**src/rtl/rst_seq_pkg.sv**
```systemverilog
// Shared types and helpers for the staged reset-release sequencer.
package rst_seq_pkg;

  typedef enum logic [1:0] {
    S_HOLD = 2'd0,
    S_WAIT = 2'd1,
    S_DONE = 2'd2,
    S_ERR  = 2'd3
  } state_e;

  // Widest domain vector supported; the top slices what it needs.
  localparam int MAX_DOMAINS = 32;
  localparam logic [MAX_DOMAINS-1:0] RST_ALL = '1;

  function automatic int idx_width(input int n);
    return (n <= 1) ? 1 : $clog2(n);
  endfunction

endpackage

```
**src/rtl/rst_seq_timer.sv**
```systemverilog
// Up-counter with clear/enable and terminal match; serves both the hold and
// the READY-timeout phases of the sequencer.
module rst_seq_timer #(
  parameter int CNT_WIDTH = 8
) (
  input  logic                 CLK,
  input  logic                 RST,
  input  logic                 i_clr,
  input  logic                 i_en,
  input  logic [CNT_WIDTH-1:0] i_cmp,
  output logic                 o_match
);

  logic [CNT_WIDTH-1:0] r_cnt;

  always_ff @(posedge CLK) begin
    if (RST || i_clr) r_cnt <= '0;
    else if (i_en)    r_cnt <= r_cnt + CNT_WIDTH'(1);
  end

  assign o_match = (r_cnt == i_cmp);

endmodule

```
**src/rtl/rst_sequencer.sv**
```systemverilog
// Staged reset-release controller: releases one domain reset at a time in
// ascending order, gated by a hold time and the previous domain's READY.
module rst_sequencer
  import rst_seq_pkg::*;
#(
  parameter int NUM_DOMAINS = 4,
  parameter int HOLD_CYCLES = 16,
  parameter int RDY_TIMEOUT = 255,
  parameter int CNT_WIDTH   = 8,
  localparam int IW         = idx_width(NUM_DOMAINS)
) (
  input  logic                   CLK,
  input  logic                   RST,
  input  logic                   SW_RST_REQ,
  input  logic [NUM_DOMAINS-1:0] READY,
  output logic [NUM_DOMAINS-1:0] RST_OUT,
  output logic                   SEQ_DONE,
  output logic                   TIMEOUT_ERR,
  output logic [IW-1:0]          ERR_IDX
);

  localparam int MAXV = (HOLD_CYCLES > RDY_TIMEOUT) ? HOLD_CYCLES : RDY_TIMEOUT;
  localparam logic [CNT_WIDTH-1:0]   HOLD_M1 = CNT_WIDTH'(HOLD_CYCLES - 1);
  localparam logic [CNT_WIDTH-1:0]   TO_M1   = CNT_WIDTH'(RDY_TIMEOUT - 1);
  localparam logic [IW-1:0]          LAST    = IW'(NUM_DOMAINS - 1);
  localparam logic [NUM_DOMAINS-1:0] ALL1    = RST_ALL[NUM_DOMAINS-1:0];

  generate
    if (NUM_DOMAINS < 1 || NUM_DOMAINS > MAX_DOMAINS) begin : g_bad_nd
      $error("rst_sequencer: NUM_DOMAINS out of range");
    end
    if (HOLD_CYCLES < 1 || RDY_TIMEOUT < 1) begin : g_bad_time
      $error("rst_sequencer: HOLD_CYCLES and RDY_TIMEOUT must be >= 1");
    end
    if (CNT_WIDTH < 1 || (CNT_WIDTH < 31 && MAXV > (1 << CNT_WIDTH) - 1)) begin : g_bad_cw
      $error("rst_sequencer: CNT_WIDTH too small for HOLD_CYCLES/RDY_TIMEOUT");
    end
  endgenerate

  state_e                 r_state, w_nxt;
  logic [IW-1:0]          r_idx, w_idx_n;
  logic [NUM_DOMAINS-1:0] r_rst_out, w_rst_n;
  logic                   r_done, w_done_n;
  logic                   r_err, w_err_n;
  logic [IW-1:0]          r_eidx, w_eidx_n;
  logic                   w_clr, w_en, w_match;
  logic [CNT_WIDTH-1:0]   w_cmp;

  assign w_cmp = (r_state == S_HOLD) ? HOLD_M1 : TO_M1;

  rst_seq_timer #(.CNT_WIDTH(CNT_WIDTH)) u_timer (
    .CLK     (CLK),
    .RST     (RST),
    .i_clr   (w_clr),
    .i_en    (w_en),
    .i_cmp   (w_cmp),
    .o_match (w_match)
  );

  always_comb begin
    w_nxt    = r_state;
    w_idx_n  = r_idx;
    w_rst_n  = r_rst_out;
    w_done_n = r_done;
    w_err_n  = r_err;
    w_eidx_n = r_eidx;
    w_clr    = 1'b0;
    w_en     = 1'b0;
    if (SW_RST_REQ) begin
      w_nxt    = S_HOLD;
      w_idx_n  = '0;
      w_rst_n  = ALL1;
      w_done_n = 1'b0;
      w_err_n  = 1'b0;
      w_eidx_n = '0;
      w_clr    = 1'b1;
    end else begin
      case (r_state)
        S_HOLD: begin
          if (w_match) begin
            w_rst_n[r_idx] = 1'b0;
            w_clr          = 1'b1;
            w_nxt          = S_WAIT;
          end else begin
            w_en = 1'b1;
          end
        end
        S_WAIT: begin
          // READY on the timeout edge still counts as a successful ack.
          if (READY[r_idx]) begin
            if (r_idx == LAST) begin
              w_nxt    = S_DONE;
              w_done_n = 1'b1;
            end else begin
              w_idx_n = r_idx + IW'(1);
              w_clr   = 1'b1;
              w_nxt   = S_HOLD;
            end
          end else if (w_match) begin
            w_nxt    = S_ERR;
            w_err_n  = 1'b1;
            w_eidx_n = r_idx;
            w_rst_n  = ALL1;
          end else begin
            w_en = 1'b1;
          end
        end
        S_DONE: begin
          w_rst_n  = '0;
          w_done_n = 1'b1;
        end
        S_ERR: begin
          w_rst_n = ALL1;
          w_err_n = 1'b1;
        end
        default: w_nxt = S_HOLD;
      endcase
    end
  end

  always_ff @(posedge CLK) begin
    if (RST) begin
      r_state   <= S_HOLD;
      r_idx     <= '0;
      r_rst_out <= ALL1;
      r_done    <= 1'b0;
      r_err     <= 1'b0;
      r_eidx    <= '0;
    end else begin
      r_state   <= w_nxt;
      r_idx     <= w_idx_n;
      r_rst_out <= w_rst_n;
      r_done    <= w_done_n;
      r_err     <= w_err_n;
      r_eidx    <= w_eidx_n;
    end
  end

  assign RST_OUT     = r_rst_out;
  assign SEQ_DONE    = r_done;
  assign TIMEOUT_ERR = r_err;
  assign ERR_IDX     = r_eidx;

endmodule

```
**config.mk**
```make
export PLATFORM = sky130hd
export DESIGN_NAME = rst_sequencer
export DESIGN_NICKNAME = d
export VERILOG_FILES = /design/src/rtl/rst_seq_pkg.sv /design/src/rtl/rst_seq_timer.sv /design/src/rtl/rst_sequencer.sv
export SDC_FILE = /design/constraint.sdc
export NUM_CORES = 1
export LEC_CHECK = 0
export BUFFER_PORTS_ARGS = -buffer_cell sky130_fd_sc_hd__clkbuf_2
export CAP_MARGIN = 20
export CORE_MARGIN = 10
export CORE_UTILIZATION = 49
export CTS_BUF_LIST = sky130_fd_sc_hd__clkbuf_4 sky130_fd_sc_hd__clkbuf_8 sky130_fd_sc_hd__clkbuf_16
export CTS_CLUSTER_SIZE = 30
export DETAILED_ROUTE_END_ITERATION = 7
export PLACE_DENSITY = 0.83
export RECOVER_POWER = 25
export SLEW_MARGIN = 20
export SYNTH_ARGS = -nofsm -noshare
export SYNTH_HDL_FRONTEND = slang
export SYNTH_SLANG_ARGS = --single-unit
```
**constraint.sdc**
```tcl
create_clock -name CLK -period 1.9 [get_ports CLK]
set_input_delay 0.19 -clock CLK [delete_from_list [all_inputs] [get_ports CLK]]
set_output_delay 0.19 -clock CLK [all_outputs]
set_load 0.1 [all_outputs]
```
==> run_results.csv, run 1 <==
group,metric,value,unit
run_status,status,"completed",
synth,synth_top_area_share,37.8,%
timing,slew_headroom,63.8,%
floorplan,start_util,52.9,%
power_and_ir_drop,ir_drop,0.000437,V
synth,synthTopCellsByArea,"dfxtp_1 (38%), a21oi_1 (6.1%), ha_1 (5.9%)",
synth,syn_area,1060,sq um
routing,wire_per_inst,15.7,microns
synth,synth_warnings,0,
floorplan,fp.dieW,66.5,microns
routing,drcViolationCount,0,
grt,grt_usage,12.2,%
routing,topRoutingLayerUsed,"met4",
setup_path,r2r_setup_slack,0.05,ns
timing,worst_pin_slew,0.546,ns
floorplan,die_h,66.5,microns
flow_run,drv_cap,0,
setup_path,crit_type,"reg2reg",
setup_path,startpoint,"r_idx[0]$_SDFFE_PP0N_",
floorplan,io_pins,15,
grt,antenna_found_initial,0,
routing,first_pass_iters,4,
clock_tree,postCtsHoldBufs,0,
grt,grt_overflow_total,0,
power_and_ir_drop,comb_power_share,5.2,%
synth,syn_inst,118,
routing,totalWireLength,2710,microns
clock_tree,path_clk_slew,0.12,ns
routing,wl_met3,197,microns
clock_tree,cts_buffers,3,
cells_and_area,final_nets,159,
power_and_ir_drop,leakage,0.509,nW
cells_and_area,antenna_cells,0,
clock_tree,ctsRootBufferMaster,"clkbuf_4",
power_and_ir_drop,seq_power_share,51.7,%
cells_and_area,drive_gt1_share,31.5,%
placement,place_congestion,0.876,
min_path,hold_path.class,"in2reg",
timing,min_period,1.85,ns
timing,post-route-period-util,97.2,%
power_and_ir_drop,p_int,0.651,mW
cells_and_area,n_fill_cell,165,
grt,grt_pass1_vias,974,
setup_path,crit_arrival,2.08,ns
timing,hold_viol,0,
synth,synth.distinct_cells,34,
routing,final_antenna_net_count,0,
synth,synth_seq_cells,20,
synth,seq_area_frac_synth,37.8,%
timing,fmax,0.542,GHz
routing,drt-met1-wl,1120,microns
setup_path,worstPathMaxFanout,6,
power_and_ir_drop,clkPwrFrac,43.1,%
cells_and_area,area_growth,24.6,%
floorplan,core,2000,sq um
routing,vias,1013,
synth,avgSynthCellArea,8.98,sq um
floorplan,rows,16,
placement,dp_hpwl,1950,microns
clock_tree,clock_sinks,20,
routing,drtIter0Drc,55,
timing,finalWorstSetupSlack,0.0538,ns
timing,final_max_slew_viol_count,0,
grt,grt_start_max_net_pins,15,
min_path,min-delay-start,"RST",
grt,grt_pass1_wl,4240,microns
placement,io_buffer_count,14,
timing,clock_skew,0.00217,ns
floorplan,die_area,4420,sq um
clock_tree,clock_latency,0.31,ns
power_and_ir_drop,sw_frac_of_total,20.2,%
setup_path,timing.rr.start,"r_idx[0]$_SDFFE_PP0N_",
clock_tree,cts_max_level,1,
power_and_ir_drop,p_total,0.815,mW
setup_path,end_kind,"flop",
clock_tree,cts_buffer_depth,2,
routing,vias_per_cell,5.86,
synth,syn_nets,130,
power_and_ir_drop,p_switching,0.165,mW
setup_path,worst_ep_required_time,2.13,ns
routing,wl_met2,1340,microns
synth,yosysTopAreaCell,"dfxtp_1",
power_and_ir_drop,power_density,618,nW/um^2
placement,dp_slack,0.0625,ns
setup_path,critPathLaunchType,"flop",
timing,finalSetupViolations,0,
clock_tree,cts_tree,"yes",
==> power groups by stage <==
stage	clock, mW	combinational [mW]	sequential [mW]
6_report	0.352	0.0423	0.422
2_1_floorplan	0	0.0216	0.432
5_1_grt	0.377	0.0462	0.422
4_1_cts	0.359	0.0407	0.422
3_5_place_dp	0	0.0403	0.431
3_3_place_gp	0	0.0381	0.431
==> final timing paths <==
path,cells past startpoint,to
worst max-delay path,5,u_timer.r_cnt[4]$_SDFFE_PP0P_
worst min-delay path,3,r_state[0]$_SDFFE_PP0P_
worst max register to register,5,u_timer.r_cnt[4]$_SDFFE_PP0P_
worst min register to register,2,ERR_IDX[0]$_SDFFE_PP0P_
==> layout by cell type, fill, tap and decap left out, types with 4 or more instances in the layout <==
master,count
a21oi_1,12
a311o_1,4
buf_4,13
clkbuf_2,14
dfxtp_1,18
ha_1,5
inv_1,8
nand2_1,8
nand3_1,9
nor2_1,8
o21ai_1,4
o31ai_1,4
==> Yosys cell counts, drive strengths merged <==
master  count
or4         4
buf         2
nor3b       2
o31ai       4
ha          5
or3b        1
a311oi      1
a21oi      14
or3         2
clkbuf      1
xnor2       1
or2         1
a211oi      2
nor3        2
nand3      10
mux2i       2
mux4        1
mux2        2
dfxtp      20
nor2        8
nand4b      2
a311o       4
inv         8
nand3b      1
nand2      10
nand2b      2
or4b        1
o21ai       4
nand4       1
==> per-layer routing <==
| metal | track usage (%) | up-vias |
|---|---|---|
| li1 | - | 493 |
| met1 | 14.4 | 477 |
| met2 | 19.1 | 37 |
| met3 | 3.34 | 6 |
| met4 | 7.59 | 0 |
| met5 | 0 | - |
==> metrics by stage <==
step | hold WS [ns] | instances | setup TNS, ns | util, % | cell area, sq um
6_report | 0.238 | 173 | 0 | 65.9 | 1320
4_1_cts | 0.227 | 170 | 0 | 63.8 | 1280
3_5_place_dp | 0.457 | 166 | 0 | 61.2 | 1220
5_1_grt | 0.236 | 173 | -0.0245 | 65.9 | 1320
3_3_place_gp | 0.441 | 166 | 0 | 61.2 | 1220
2_1_floorplan | 0.377 | 118 | 0 | - | 1060
==> worst max-delay path, cell delays in order, from the launching register on <==
cell and delay [ns]:
dfxtp_2 0.36, mux4_2 0.54, nand2_4 0.13, nand3_2 0.14, or4_1 0.43, a21oi_1 0.18
==> timing repair <==
item,CTS,global route
buffers inserted,0,3
gates resized for setup,0,5
endpoints found under the setup margin,0,9
hold endpoints to repair,0,0
==> sequential cells by signal (all words and copies together) (netlist names) <==
signal / flops
u_timer.r_cnt: 8
RST_OUT: 4
ERR_IDX: 2
r_idx: 2
r_state: 2
SEQ_DONE: 1
TIMEOUT_ERR: 1
==> layout make-up <==
class	count	area, sq um	area share (%)
Multi-Input combinational cell	87	633	48.0
Timing Repair Buffer	27	168	12.7
Tap cell	27	33.8	2.56
Inverter	8	30.0	2.27
Clock buffer	3	22.5	1.71
Clock inverter	1	30.0	2.27
Sequential cell	20	403	30.5
==> logic make-up after synthesis <==
group	count (synthesis)	synth area share, %
simple gates	47	26.7
compound gates	29	18.4
flops	20	37.8
buf+inv	11	4.25
mux	5	6.14
fa+ha+maj	5	5.90
xor+xnor	1	0.827
Power figures use the tool's default switching activity.
==> inputs of run 2 (changes only) <==
- REMOVE_ABC_BUFFERS: default -> 1
==> run_results.csv, run 2 (same netlist as run 1, synthesis figures left out) <==
group,metric,value,unit
setup_path,crit_type,"reg2reg",
clock_tree,clock_latency,0.29,ns
grt,grt_start_max_net_pins,15,
floorplan,fp.dieW,66.5,microns
cells_and_area,register_area,403,sq um
power_and_ir_drop,clkPwrFrac,34.9,%
routing,vias_per_cell,5.71,
timing,post-route-period-util,98.0,%
floorplan,start_util,52.9,%
setup_path,r2r_setup_slack,0.04,ns
grt,grt_pass1_wl,3980,microns
grt,antenna_found_initial,0,
power_and_ir_drop,p_switching,0.158,mW
routing,drtIter0Drc,25,
routing,wire_per_inst,14.6,microns
power_and_ir_drop,p_total,0.712,mW
floorplan,die_h,66.5,microns
clock_tree,path_clk_slew,0.12,ns
floorplan,rows,16,
flow_run,drv_cap,0,
clock_tree,cts_buffer_depth,2,
floorplan,die_area,4420,sq um
routing,vias,977,
timing,slew_headroom,63.4,%
setup_path,critPathLaunchType,"flop",
cells_and_area,multiInputGateArea,633,sq um
timing,hold_viol,0,
cells_and_area,n_fill_cell,179,
timing,finalSetupViolations,0,
timing,finalWorstSetupSlack,0.0381,ns
setup_path,critical_path_buf_inv_count,0,
setup_path,worst_ep_required_time,2.13,ns
cells_and_area,regMostFlops,"u_timer.r_cnt",
timing,worst_pin_slew,0.551,ns
cells_and_area,drive_gt1_share,29.2,%
setup_path,end_kind,"flop",
cells_and_area,area_growth,21.6,%
cells_and_area,final_nets,157,
cells_and_area,final_common_cell,"dfxtp_1",
routing,final_antenna_net_count,0,
cells_and_area,antenna_cells,0,
power_and_ir_drop,seq_power_share,59.2,%
placement,place_congestion,0.779,
cells_and_area,largest_reg_flops,8,
setup_path,path_common_cell,"nand2_4",
timing,fmax,0.537,GHz
floorplan,io_pins,15,
grt,grt_usage,11.1,%
floorplan,core,2000,sq um
routing,first_pass_iters,4,
power_and_ir_drop,p_int,0.554,mW
power_and_ir_drop,comb_power_share,5.9,%
cells_and_area,post-route-util,64.4,%
routing,totalWireLength,2490,microns
grt,grt_overflow_total,0,
timing,clock_skew,0.00180,ns
setup_path,crit_family,"simple AND/OR/NAND/NOR gates",
cells_and_area,layout_common_cells,"dfxtp_1 (18), clkbuf_2 (14), a21oi_1 (13)",
clock_tree,cts_tree,"yes",
min_path,hold_path.class,"in2reg",
power_and_ir_drop,power_density,552,nW/um^2
power_and_ir_drop,ir_drop,0.000483,V
clock_tree,cts_max_level,1,
setup_path,crit_chain,"mux4_2, nand2_4, nand2_4, or4_1, a21oi_1",
setup_path,cp_slowest_stage_delay,0.55,ns
placement,dp_hpwl,1900,microns
grt,grt_pass1_vias,923,
setup_path,crit_arrival,2.09,ns
routing,drcViolationCount,0,
timing,final_max_slew_viol_count,0,
run_status,status,"completed",
timing,min_period,1.86,ns
placement,dp_slack,0.0281,ns
placement,io_buffer_count,14,
clock_tree,cts_buffers,3,
power_and_ir_drop,sw_frac_of_total,22.2,%
clock_tree,ctsRootBufferMaster,"clkbuf_4",
setup_path,crit_slowest_cell,"mux4_2",
clock_tree,clock_sinks,20,
clock_tree,postCtsHoldBufs,0,
setup_path,worstPathMaxFanout,8,
power_and_ir_drop,leakage,0.492,nW
[run 2: cell count changes in the layout (fill, tap and decap cells not counted)]
cell       delta
buf_4         -2
or4_1         +1
a21oi_1       +1
bufinv_16     -1
nand3_4       +1
or4_4         -1
a21oi_2       -1
clkbuf_8      +1
nand3_2       -1
[run 2: path summary, 6_finish.rpt]
check,startpoint,to,depth (start not counted)
worst min-delay path,READY[3],r_idx[0]$_SDFFE_PP0N_,3
worst max register to register,r_idx[0]$_SDFFE_PP0N_,u_timer.r_cnt[3]$_SDFFE_PP0P_,5
worst min register to register,TIMEOUT_ERR$_SDFFE_PP0P_,TIMEOUT_ERR$_SDFFE_PP0P_,2
worst max-delay path,r_idx[0]$_SDFFE_PP0N_,u_timer.r_cnt[3]$_SDFFE_PP0P_,5
[run 2: routing by layer]
layer	vias up	track usage (%)	wire length, microns
met5	-	0	0
met4	0	5.50	9
met3	2	3.01	104
met2	23	17.9	1250
met1	466	13.2	1130
li1	486	-	-
[run 2: layout make-up]
type | count | area share (%)
multi-input combinational | 87 | 49.1
sequential | 20 | 31.3
timing repair buffer | 25 | 11.8
clock buffer | 4 | 2.82
tap | 27 | 2.62
inverter | 8 | 2.33
[run 2: power groups by stage]
stage	clock [mW]	combinational [mW]	sequential, mW
after detailed placement	0	0.0396	0.431
after CTS	0.249	0.0399	0.422
after global routing	0.267	0.0451	0.422
after floorplan	0	0.0210	0.432
final	0.248	0.0419	0.422
after global placement	0	0.0376	0.431
[run 2: through the flow]
stage / hold WS (ns) / std cells / TNS (ns) / instance area [sq um]
after floorplan: 0.377 / 115 / -0.177 / 1040
after global placement: 0.435 / 166 / 0 / 1220
after detailed placement: 0.436 / 166 / 0 / 1220
after CTS: 0.223 / 170 / 0 / 1260
after global routing: 0.242 / 171 / -0.0185 / 1290
final: 0.226 / 171 / 0 / 1290
[run 2: worst register-to-register path, cell delays in order (launching register included)]
cell and delay (ns):
dfxtp_2 0.36, mux4_2 0.55, nand2_4 0.13, nand2_4 0.08
or4_1 0.51, a21oi_1 0.16
[run 2: repair_timing]
action                     CTS  global route
pin swaps                    0             1
setup endpoints to repair    1            11
buffers inserted             0             1
gates resized for setup      1             4
==> inputs of run 3 (changes only) <==
- CORE_UTILIZATION: 49 -> 45
- PLACE_DENSITY: 0.83 -> 0.78
- REMOVE_ABC_BUFFERS: 1 -> default
==> run_results.csv, run 3 (same netlist as run 1, synthesis figures left out) <==
group,metric,value,unit
timing,min_period,1.85,ns
min_path,whs_endpoint,"r_idx[0]$_SDFFE_PP0N_",
cells_and_area,register_area,403,sq um
routing,first_pass_iters,4,
clock_tree,cts_buffer_depth,2,
setup_path,crit_arrival,2.09,ns
setup_path,crit_slowest_cell,"mux4_2",
setup_path,r2r-end,"u_timer.r_cnt[7]$_SDFFE_PP0P_",
grt,grt_pass1_wl,4400,microns
min_path,hold_path.class,"in2reg",
grt,grt_usage,11.8,%
clock_tree,path_clk_slew,0.12,ns
min_path,hold-path-cell-count,3,
cells_and_area,n_fill_cell,198,
setup_path,cp_slowest_stage_delay,0.57,ns
routing,vias,991,
power_and_ir_drop,clkPwrFrac,43.2,%
clock_tree,cts_buffers,3,
setup_path,reg2reg_depth,5,
timing,finalSetupViolations,0,
routing,drtIter0Drc,57,
cells_and_area,area_growth,27.2,%
power_and_ir_drop,power_density,604,nW/um^2
clock_tree,ctsRootBufferMaster,"clkbuf_4",
grt,grt_start_max_net_pins,15,
clock_tree,cts_tree,"yes",
timing,worst_pin_slew,0.550,ns
setup_path,startpoint,"r_idx[0]$_SDFFE_PP0N_",
setup_path,worstPathMaxFanout,8,
routing,final_antenna_net_count,0,
floorplan,die_h,68.5,microns
cells_and_area,drive_gt1_share,32.7,%
timing,clock_skew,0.00421,ns
floorplan,die_area,4700,sq um
timing,finalWorstSetupSlack,0.0546,ns
placement,place_congestion,0.804,
setup_path,timing.rr.start,"r_idx[0]$_SDFFE_PP0N_",
timing,fmax,0.542,GHz
clock_tree,cts_max_level,1,
cells_and_area,post-route-util,60.3,%
grt,grt_pass1_vias,1008,
placement,dp_hpwl,1860,microns
cells_and_area,antenna_cells,0,
clock_tree,clock_latency,0.31,ns
cells_and_area,multiInputGateArea,629,sq um
floorplan,core,2230,sq um
setup_path,r2r_setup_slack,0.05,ns
power_and_ir_drop,ir_drop,0.000647,V
cells_and_area,final_nets,163,
timing,post-route-period-util,97.1,%
routing,drcViolationCount,0,
routing,vias_per_cell,5.57,
grt,antenna_found_initial,0,
run_status,status,"completed",
floorplan,fp.dieW,68.5,microns
floorplan,start_util,47.5,%
clock_tree,clock_sinks,20,
timing,hold_viol,0,
power_and_ir_drop,comb_power_share,5.1,%
power_and_ir_drop,seq_power_share,51.7,%
power_and_ir_drop,leakage,0.526,nW
power_and_ir_drop,p_int,0.651,mW
timing,slew_headroom,63.5,%
floorplan,io_pins,15,
placement,dp_slack,0.0679,ns
cells_and_area,largest_reg_flops,8,
cells_and_area,final_common_cell,"dfxtp_1",
setup_path,critPathLaunchType,"flop",
placement,io_buffer_count,14,
power_and_ir_drop,sw_frac_of_total,20.1,%
setup_path,end_kind,"flop",
timing,final_max_slew_viol_count,0,
setup_path,crit_type,"reg2reg",
setup_path,crit_chain,"mux4_2, nand2_4, nand2_4, or4_1, a21oi_2",
cells_and_area,regMostFlops,"u_timer.r_cnt",
cells_and_area,layout_common_cells,"dfxtp_1 (18), buf_4 (17), clkbuf_2 (14)",
power_and_ir_drop,p_switching,0.164,mW
setup_path,worst_ep_required_time,2.14,ns
setup_path,path_common_cell,"nand2_4",
flow_run,drv_cap,0,
grt,grt_overflow_total,0,
routing,totalWireLength,2490,microns
floorplan,rows,17,
routing,wire_per_inst,14.0,microns
min_path,min-delay-start,"READY[3]",
==> run 3: critical path: cells and delay by family (launching register included) <==
family,cells,cell delay [ns]
simple gates,3,0.71
mux,1,0.57
flops,1,0.36
compound gates,1,0.14
==> run 3: layer usage <==
layer	track usage (%)	wire length (microns)	vias to the layer above
li1	-	-	504
met1	13.0	1080	470
met2	21.5	1290	17
met3	4.67	112	0
met4	1.01	0	0
met5	0	0	-
==> run 3: per-stage QoR <==
step / cell area [sq um] / hold slack, ns / total power [mW] / setup TNS [ns] / std cells
2_1_floorplan: 1060 / 0.377 / 0.453 / 0 / 118
3_3_place_gp: 1240 / 0.437 / 0.468 / 0 / 169
3_5_place_dp: 1240 / 0.442 / 0.471 / 0 / 169
4_1_cts: 1290 / 0.201 / 0.821 / 0 / 173
5_1_grt: 1350 / 0.234 / 0.844 / -0.0608 / 178
6_report: 1350 / 0.216 / 0.814 / 0 / 178
==> run 3: worst max-delay path by stage <==
stage | depth (start not counted) | endpoint
3_5_place_dp | 5 | u_timer.r_cnt[7]$_SDFFE_PP0P_
3_3_place_gp | 5 | TIMEOUT_ERR$_SDFFE_PP0P_
6_report | 5 | u_timer.r_cnt[7]$_SDFFE_PP0P_
2_1_floorplan | 5 | u_timer.r_cnt[7]$_SDFFE_PP0P_
5_1_grt | 7 | u_timer.r_cnt[0]$_SDFFE_PP0P_
4_1_cts | 5 | u_timer.r_cnt[7]$_SDFFE_PP0P_
==> run 3: layout make-up <==
cell class              instances  share of cell area [%]
multi-input cells              87                    46.7
flip-flops and latches         20                    29.9
repair buffers                 31                    14.7
well taps                      28                    2.60
clock inverters                 1                    2.23
inverters                       8                    2.23
clock buffers                   3                    1.67
==> run 3: power groups by stage <==
stage / Clock [mW] / Combinational, mW / Sequential [mW]
3_3_place_gp: 0 / 0.0378 / 0.431
6_report: 0.351 / 0.0414 / 0.421
4_1_cts: 0.360 / 0.0400 / 0.421
5_1_grt: 0.376 / 0.0467 / 0.422
2_1_floorplan: 0 / 0.0216 / 0.432
3_5_place_dp: 0 / 0.0398 / 0.431
==> run 3: timing repair <==
action | 4_1_cts | 5_1_grt
setup buffers | 0 | 5
hold buffers | 0 | 0
setup endpoints to repair | 0 | 11
resized for setup | 0 | 4
